<file path="src/rtl/t_trans_pkg.sv">
// Shared definitions for the T-transform blocks of the four-valued logic
// multiplier: quaternary digit width, the T-word marker digit and the
// sequencer state encoding.
package t_trans_pkg;

    localparam int DIGIT_W = 2;

    localparam logic [DIGIT_W-1:0] T_MARKER = 2'b01;

    typedef enum logic [1:0] {
        IDLE = 2'd0,
        RUN  = 2'd1,
        DONE = 2'd2
    } state_t;

endpackage

</file>
<file path="src/rtl/t_inv_digit.sv">
// Single-digit inverse T function: a = (t - b) mod 4.
// Ports:
//   t - T-word digit (the one above the marker-shifted position)
//   b - key operand digit
//   a - recovered operand digit
module t_inv_digit
    import t_trans_pkg::*;
(
    input  logic [DIGIT_W-1:0] t,
    input  logic [DIGIT_W-1:0] b,
    output logic [DIGIT_W-1:0] a
);

    // Two-bit subtraction wraps naturally, which is exactly mod 4.
    assign a = t - b;

endmodule

</file>
<file path="src/rtl/t_inv_trans.sv">
// Inverse T-transform. Accepts a (P+1)-digit quaternary T-word plus the
// P-digit key b, checks the marker digit and recovers operand a, DPC digits
// per cycle, least significant group first.
// Ports:
//   clk, rst_n           - clock, synchronous active-low reset
//   in_valid / in_ready  - input handshake for t_in and b_in
//   t_in                 - T-word, digit 0 is the marker
//   b_in                 - key operand
//   out_valid / out_ready- output handshake for a_out and err
//   a_out                - recovered operand (0 on a bad marker)
//   err                  - marker digit was not T_MARKER
module t_inv_trans
    import t_trans_pkg::*;
#(
    parameter int P   = 33,
    parameter int DPC = 3
)
(
    input  logic             clk,
    input  logic             rst_n,
    input  logic             in_valid,
    output logic             in_ready,
    input  logic [2*P+1:0]   t_in,
    input  logic [2*P-1:0]   b_in,
    output logic             out_valid,
    input  logic             out_ready,
    output logic [2*P-1:0]   a_out,
    output logic             err
);

    localparam int N  = P / DPC;
    localparam int CW = (N > 1) ? $clog2(N) : 1;
    localparam int GW = DPC * DIGIT_W;

    state_t          state;
    logic [CW-1:0]   cnt;

    // Payload digits only; the marker is checked at accept time and dropped.
    logic [2*P-1:0]  t_reg;
    logic [2*P-1:0]  b_reg;
    logic [2*P-1:0]  a_reg;
    logic [2*P-1:0]  a_next;
    logic [GW-1:0]   grp;
    logic            accept;

    assign accept = (state == IDLE) && in_valid && in_ready;

    for (genvar j = 0; j < DPC; j++) begin : g_digit
        logic [DIGIT_W-1:0] t_d;
        logic [DIGIT_W-1:0] b_d;
        logic [DIGIT_W-1:0] a_d;

        assign t_d = t_reg[(int'(cnt) * DPC + j) * DIGIT_W +: DIGIT_W];
        assign b_d = b_reg[(int'(cnt) * DPC + j) * DIGIT_W +: DIGIT_W];

        t_inv_digit u_digit (
            .t (t_d),
            .b (b_d),
            .a (a_d)
        );

        assign grp[j*DIGIT_W +: DIGIT_W] = a_d;
    end

    // Merged view lets the final group reach a_out on the same edge it is
    // written, so a_out never exposes a partial word.
    always_comb begin
        a_next = a_reg;
        a_next[int'(cnt) * GW +: GW] = grp;
    end

    // Datapath registers: loaded on accept, filled group by group in RUN.
    always_ff @(posedge clk) begin
        if (accept) begin
            t_reg <= t_in[2*P+1:2];
            b_reg <= b_in;
            a_reg <= '0;
        end else if (state == RUN) begin
            a_reg <= a_next;
        end
    end

    // Sequencer with registered handshake outputs.
    always_ff @(posedge clk) begin
        if (!rst_n) begin
            state     <= IDLE;
            cnt       <= '0;
            in_ready  <= 1'b0;
            out_valid <= 1'b0;
            a_out     <= '0;
            err       <= 1'b0;
        end else begin
            case (state)
                IDLE: begin
                    in_ready <= 1'b1;
                    if (accept) begin
                        in_ready <= 1'b0;
                        cnt      <= '0;
                        if (t_in[DIGIT_W-1:0] == T_MARKER) begin
                            err   <= 1'b0;
                            state <= RUN;
                        end else begin
                            err       <= 1'b1;
                            a_out     <= '0;
                            out_valid <= 1'b1;
                            state     <= DONE;
                        end
                    end
                end
                RUN: begin
                    cnt <= cnt + 1'b1;
                    if (cnt == CW'(N - 1)) begin
                        a_out     <= a_next;
                        out_valid <= 1'b1;
                        state     <= DONE;
                    end
                end
                DONE: begin
                    if (out_ready) begin
                        out_valid <= 1'b0;
                        in_ready  <= 1'b1;
                        state     <= IDLE;
                    end
                end
                default: begin
                    state <= IDLE;
                end
            endcase
        end
    end

endmodule

</file>
<file path="config.mk">
export PLATFORM = sky130hd
export DESIGN_NAME = t_inv_trans
export DESIGN_NICKNAME = d
export VERILOG_FILES = /design/src/rtl/t_trans_pkg.sv /design/src/rtl/t_inv_digit.sv /design/src/rtl/t_inv_trans.sv
export SDC_FILE = /design/constraint.sdc
export NUM_CORES = 1
export LEC_CHECK = 0
export CELL_PAD_IN_SITES_DETAIL_PLACEMENT = 0
export CELL_PAD_IN_SITES_GLOBAL_PLACEMENT = 2
export CORE_MARGIN = 2
export CORE_UTILIZATION = 38
export CTS_BUF_LIST = sky130_fd_sc_hd__clkbuf_16
export DETAILED_ROUTE_END_ITERATION = 10
export PLACE_DENSITY_LB_ADDON = 0.1
export SLEW_MARGIN = 5
export SYNTH_ARGS = -nofsm -noshare
export SYNTH_HDL_FRONTEND = slang
export SYNTH_SLANG_ARGS = --single-unit
</file>
<file path="constraint.sdc">
create_clock -name clk -period 10 [get_ports clk]
set_clock_uncertainty 0.05 [all_clocks]
set_input_delay 2 -clock clk [delete_from_list [all_inputs] [get_ports clk]]
set_output_delay 2 -clock clk [all_outputs]
set_load 0.02 [all_outputs]
</file>
# ---- After elaboration in Yosys (flattened, before gate mapping)
# Index checks and enable logic that the tools add are counted.
# W data, S select, Z words.
dict set report totals {
  regBits 273
  output_inout_bits 69
  word_cells 67
}
dict set report op_classes {
  n_addsub 7
  n_mul 2
  n_eq_ne 8
  shifts 8
  muxes 21
  reduce_logical 12
}
# cell count
set op_table {}
lappend op_table {{$shiftx A66 B32 Y2} 5}
lappend op_table {{$mux W66} 3}
lappend op_table {{$pmux W66 S2} 1}
lappend op_table {{$bwmux W66} 1}
lappend op_table {{$shift A6 B33 Y66 const A} 1}
lappend op_table {{$shiftx A6 B33 Y66} 1}
lappend op_table {{$shiftx A66 B9 Y2} 1}
lappend op_table {{$neg A7 Y33} 1}
lappend op_table {{$add A31 B2 Y31 const B} 1}
lappend op_table {{$mul A4 B2 Y6 const B} 2}
lappend op_table {{$mux W2} 4}
lappend op_table {{$pmux W4 S2} 1}
lappend op_table {{$add A6 B2 Y7 const B} 1}
lappend op_table {{$mux W1} 7}
lappend op_table {{$ne A2 B2 Y1 const B} 3}
lappend op_table {{$pmux W2 S3} 1}
lappend op_table {{$reduce_and A2 Y1} 3}
lappend op_table {{$sub A2 B2 Y2} 3}
lappend op_table {{$reduce_and A5 Y1} 1}
lappend op_table {{$add A4 B1 Y4 const B} 1}
lappend op_table {{$eq A2 B1 Y1 const B} 2}
lappend op_table {{$eq A4 B4 Y1 const B} 1}
lappend op_table {{$mux W4} 1}
lappend op_table {{$reduce_and A4 Y1} 1}
lappend op_table {{9 further kinds} 11}

# ---- Logic depth before layout (Yosys ltp)
dict set report logic_depth {
  ltp_word 8
  ltp_mapped 24
}

# ---- Hierarchy
# Synthesis repeated with hierarchy kept, for this count alone.
dict set report hier_totals {
  cells_unflattened 1143
  area_unflattened_um2 13011.2
}
# module instances cells_each area_per_inst_um2
set by_module_without_submodules {}
lappend by_module_without_submodules {t_inv_trans 1 1131 12879.9}
lappend by_module_without_submodules {t_inv_digit 3 4 43.8}

# ---- Least setup slack after synthesis
# Ideal clock, no wire load.
dict set report synth_timing {
  path_type {register to register}
  from {reg cnt[1]}
  to {reg a_out[8]}
  arrival_time_ps 6236
  t_required_ps 9874
  path_slack_ps 3638
  path_stages_with_launch 25
  path_buffers 8
  synth_period_minus_slack_ps 6362
  path_cell_list {dfxtp_1 -> buf_2 -> clkbuf_1 -> buf_1 -> inv_1 -> ha_1 -> clkbuf_1 -> clkbuf_1 -> clkbuf_1 -> buf_1 -> clkbuf_1 -> mux4_2 -> mux4_2 -> mux2i_1 -> nor2_1 -> a21oi_1 -> nor2_1 -> ha_1 -> nand2b_1 -> a2111oi_0 -> and3_1 -> mux2i_1 -> nor2_1 -> nand2_1 -> a21boi_0}
}
dict set report synth_via {
  elab_chain_len 8
  elab_cells_between_ends 22
  classes_between {6 x add/sub; 2 x mul; 2 x eq/ne; 8 x shift; 3 x mux; 1 x reduce/logical}
}
# element line_no
set synth_lines {}
lappend synth_lines {{from (decl)} t_inv_trans.sv:36} ;# logic [CW-1:0] cnt;
lappend synth_lines {{from (signal assigned)} t_inv_trans.sv:111} ;# cnt <= cnt + 1'b1;
lappend synth_lines {{$mul A4 B2 Y6} {t_inv_trans.sv:53, t_inv_trans.sv:54, t_inv_trans.sv:69}}
lappend synth_lines {{$add A31 B2 Y31 or $add A6 B2 Y7 (tied branches)} {t_inv_trans.sv:53, t_inv_trans.sv:54}}
lappend synth_lines {{$shiftx A66 B32 Y2 (tied with other cells)} t_inv_trans.sv:53} ;# assign t_d = t_reg[(int'(cnt) * DPC + j) * DIGIT_W +: DIGIT_W];
lappend synth_lines {{$sub A2 B2 Y2} t_inv_digit.sv:15} ;# assign a = t - b;
lappend synth_lines {{$shiftx A6 B33 Y66} t_inv_trans.sv:69} ;# a_next[int'(cnt) * GW +: GW] = grp;
lappend synth_lines {{$bwmux W66} t_inv_trans.sv:69}
lappend synth_lines {{$mux W66} t_inv_trans.sv:112} ;# if (cnt == CW'(N - 1)) begin
lappend synth_lines {{$pmux W66 S2} t_inv_trans.sv:93} ;# case (state)
lappend synth_lines {{to (signal assigned)} t_inv_trans.sv:113} ;# a_out <= a_next;
lappend synth_lines {{to (decl)} t_inv_trans.sv:27} ;# output logic [2*P-1:0] a_out,
# Parallel ways exist; a longest one is shown, timed or not. The select of a mux whose other input is x is not followed.
# A chain may end at the register's enable or synchronous reset.

# ---- Worst setup path in the final report
dict set report layout_timing {
  from {reg cnt[0]}
  to {reg a_out[38]}
}
# Same word-level chain as after synthesis.

==> run summary <==
==========================================================================================
Total cell area at the placement stage ......................................    15700 um2
Share of synthesized cell area in full adder, half adder and majority cells .       0.0128
Total power divided by cell area ............................................   161 nW/um2
Area share of the largest cell type after synthesis .........................        0.298
Number of antenna violations at the first check in global routing ...........            0
Gate Count Post-Synth .......................................................         1233
TritonCTS buffer count ......................................................           30
Critical path data arrival time .............................................      6.86 ns
WL/cell .....................................................................      20.8 um
Count of flip-flops with a built-in enable after synthesis ..................          132
Total congestion overflow after global routing ..............................            0
Period minus WS final .......................................................      6.41 ns
DRC violation count after routing ...........................................            0
RSZ-0062 raised after global routing ........................................        false
Horizontal die dimension ....................................................       191 um
Sw Pwr ......................................................................       692 uW
Clock edge transition at the registers on the reported setup and hold paths .      0.06 ns
Fraction of power consumed by combinational cells ...........................        0.139
Total of hold buffers inserted after clock tree synthesis ...................            0
Synth Area in XOR/XNOR ......................................................       0.0334
Synth Flop Type .............................................................      dfxtp_1
I/O pin total ...............................................................          207
Remaining max-slew budget at the tightest pin ...............................        0.229
Ratio of final minimum period to clock period ...............................        0.641
Post-Synth Simple-Gate Area .................................................        0.126
Critical path fanouts, max ..................................................           60
Largest family of logic cells by synthesized area ........................... compound AO/OA/AOI/OAI gates
Number of H-tree branching levels ...........................................            1
Mean instance size in the synthesized netlist ...............................     10.8 um2
Final count of pins violating max slew ......................................            0
Critical path data required time ............................................     10.45 ns
Maximum number of buffers from clock root to sink ...........................            3
Clk Tree Root Cell ..........................................................    clkbuf_16
Layout overhead on the synthesized area .....................................        25.4%
Last weighted congestion value of the routability-driven placer .............        0.854
Clock share of power ........................................................        0.393
Max IR drop VDD .............................................................     0.116 mV
Worst reg-to-reg path cell count ............................................           18
Unique masters post-synth ...................................................           75
Layout net count ............................................................         1550
Antenna Violating Nets Remaining ............................................            0
Total internal power ........................................................      1990 uW
Iter 0 DRT Violations .......................................................          674
Pin count of the biggest net entering global routing ........................           83
Synth Area in Compound Gates ................................................        0.169
Drt pass-1 iters ............................................................            5
Worst Setup Start Kind ......................................................         flop
Total routing usage reported by global routing ..............................        0.214
Post-layout worst setup margin ..............................................      3.59 ns
Number of post-CTS setup repair buffers .....................................            0
Top cells by area in the synthesized netlist ................................ edfxtp_1 30%, dfxtp_1 21%, mux4_2 7.3%
Total Die Area ..............................................................    36500 um2
Wire length of the first global-routing pass ................................     60200 um
Share of synthesized area occupied by flip-flops and latches ................        0.510
Capture point of the worst reg-to-reg path ..................................    a_out[38]
Number of endpoints with negative hold slack in the final report ............            0
Switching fraction of total power ...........................................        0.258
Number of global-route vias before repair ...................................        10.0k
Vias post-DR ................................................................        10.3k
Die outline height ..........................................................       191 um
Worst Tran Pin Value ........................................................      1.15 ns
Aggregate routed wire length ................................................     39100 um
Ratio of cells with drive above 1 in the final layout .......................       0.0936
Flop-to-flop setup slack ....................................................      3.59 ns
DP Wirelength ...............................................................     27400 um
Clock net sink count ........................................................          273
Highest achievable clock rate ...............................................    0.156 GHz
Leak ........................................................................   0.00582 uW
Classification of the worst-slack hold path .................................   reg -> reg
Initial cell density of the core ............................................        0.386
Antenna cell count ..........................................................            0
Post-place setup slack ......................................................      3.61 ns
Total number of yosys warnings ..............................................            0
Final setup vio count .......................................................            0
CTS resizes .................................................................            0
Worst-skew pair later-pin latency ...........................................      0.56 ns
Most frequent cells after synthesis ......................................... 141 x dfxtp_1, 132 x edfxtp_1, 120 x nand2_1
Port bufs ...................................................................          206
Fraction of synthesis flops using an asynchronous set or reset pin ..........            0
Reg-to-Reg Start ............................................................       cnt[0]
Crit path from ..............................................................       cnt[0]
Total non-filler cell area in the finished layout ...........................    16700 um2
Most frequently used cell type in the post-synthesis netlist ................      dfxtp_1
Cell taking the most area after synthesis ...................................     edfxtp_1
Fraction of power consumed by sequential logic ..............................        0.469
Area of the mapped netlist ..................................................    13300 um2
Utilization of the core after routing .......................................        0.484
Total negative slack for setup checks .......................................         0 ns
Row Count ...................................................................           68
Tightest hold margin ........................................................     0.393 ns
Worst setup path endpoint ...................................................    a_out[38]
Share of synthesized area spent on multiplexers .............................        0.113
Register bit count reported by yosys ........................................          273
Number of maximum-capacitance constraint violations .........................            0
Category of the worst setup path capture point ..............................         flop
Clock tree from TritonCTS ...................................................        built
Type of the worst setup path ................................................   reg -> reg
Placeable core region .......................................................    34500 um2
Run status .................................................................. complete, no violations
Synthesized netlist net count ...............................................         1384
Via-per-instance ratio ......................................................         5.47
==========================================================================================
==> how the worst min path moves through the flow <==
stage	startpoint	end	slack, ns	cells past startpoint
after floorplan	a_reg[0]	a_reg[0]	0.37	2
after detailed placement	a_reg[12]	a_reg[12]	0.39	1
after global placement	a_reg[42]	a_reg[42]	0.38	1
after global routing	a_reg[12]	a_reg[12]	0.41	1
after CTS	a_reg[0]	a_reg[0]	0.40	2
final	a_reg[0]	a_reg[0]	0.39	2
==> worst max-delay path, cell delays in order (launching register included) <==
cell and delay (ns):
dfxtp_4 0.49, clkinv_1 0.69, ha_2 0.64, buf_4 0.64, and2_1 0.40, nand4_1 0.15
xnor2_1 0.52, and3_1 0.29, nand2_1 0.06, o21ai_0 0.09, o21ai_0 0.13, ha_1 0.36
nand2b_1 0.18, o21ai_0 0.79, and2_1 0.34, mux2i_1 0.12, nor3_1 0.20, a21oi_1 0.06
nor2b_1 0.12
==> metal layers <==
metal	share of wire	global-route usage
met5	0	0
met1	0.49	0.322
met4	0.016	0.0426
met2	0.44	0.325
met3	0.056	0.0319
==> final cells by class <==
class	count	area, um2
fillers	3208	17800
flip-flops and latches	273	6790
multi-input cells	839	6070
repair buffers	222	2180
clock buffers	31	776
well taps	455	569
clock inverters	23	155
inverters	33	126
==> power groups by stage <==
stage          clock (uW)  sequential [uW]  combinational (uW)
5_1_grt              1130             1260                 405
6_report             1050             1260                 372
2_1_floorplan           0             1290                 211
4_1_cts              1080             1260                 376
3_5_place_dp            0             1280                 374
3_3_place_gp            0             1280                 373
==> per-stage QoR <==
stage | std cells | power, uW
floorplan | 1233 | 1500
detailed placement | 1822 | 1660
global route | 1876 | 2800
global placement | 1822 | 1650
CTS | 1876 | 2720
finish | 1876 | 2690
==> placed cells by master (no fill, tap or decap), types with 7 or more instances in the layout <==
| master | instances |
|---|---|
| clkdlybuf4s50_1 | 206 |
| dfxtp_1 | 139 |
| edfxtp_1 | 132 |
| nand2_1 | 120 |
| nor2_1 | 89 |
| o21ai_0 | 71 |
| a21oi_1 | 57 |
| mux2i_1 | 46 |
| mux4_2 | 43 |
| inv_1 | 42 |
| o31ai_1 | 31 |
| clkbuf_16 | 31 |
| xor2_1 | 26 |
| nor3_1 | 24 |
| a21boi_0 | 22 |
| a21o_1 | 21 |
| and2_1 | 20 |
| xnor2_1 | 18 |
| nand3_1 | 17 |
| nor2b_1 | 16 |
| a32oi_1 | 16 |
| buf_4 | 16 |
| a211oi_1 | 14 |
| o32ai_1 | 14 |
| o22ai_1 | 13 |
| a22oi_1 | 13 |
| nand4_1 | 12 |
| and3_1 | 11 |
| or3_1 | 11 |
| ha_1 | 11 |
| o21ai_1 | 9 |
| mux2_2 | 7 |
==> cell families after synthesis <==
kind of cell	Yosys count
AO/OA/AOI/OAI	328
XOR/XNOR	47
adder cells (fa/ha/maj)	13
buffers and inverters	121
flip-flops	273
multiplexers	96
AND/OR/NAND/NOR	355
Note: power is estimated with default switching activity, not from simulation.
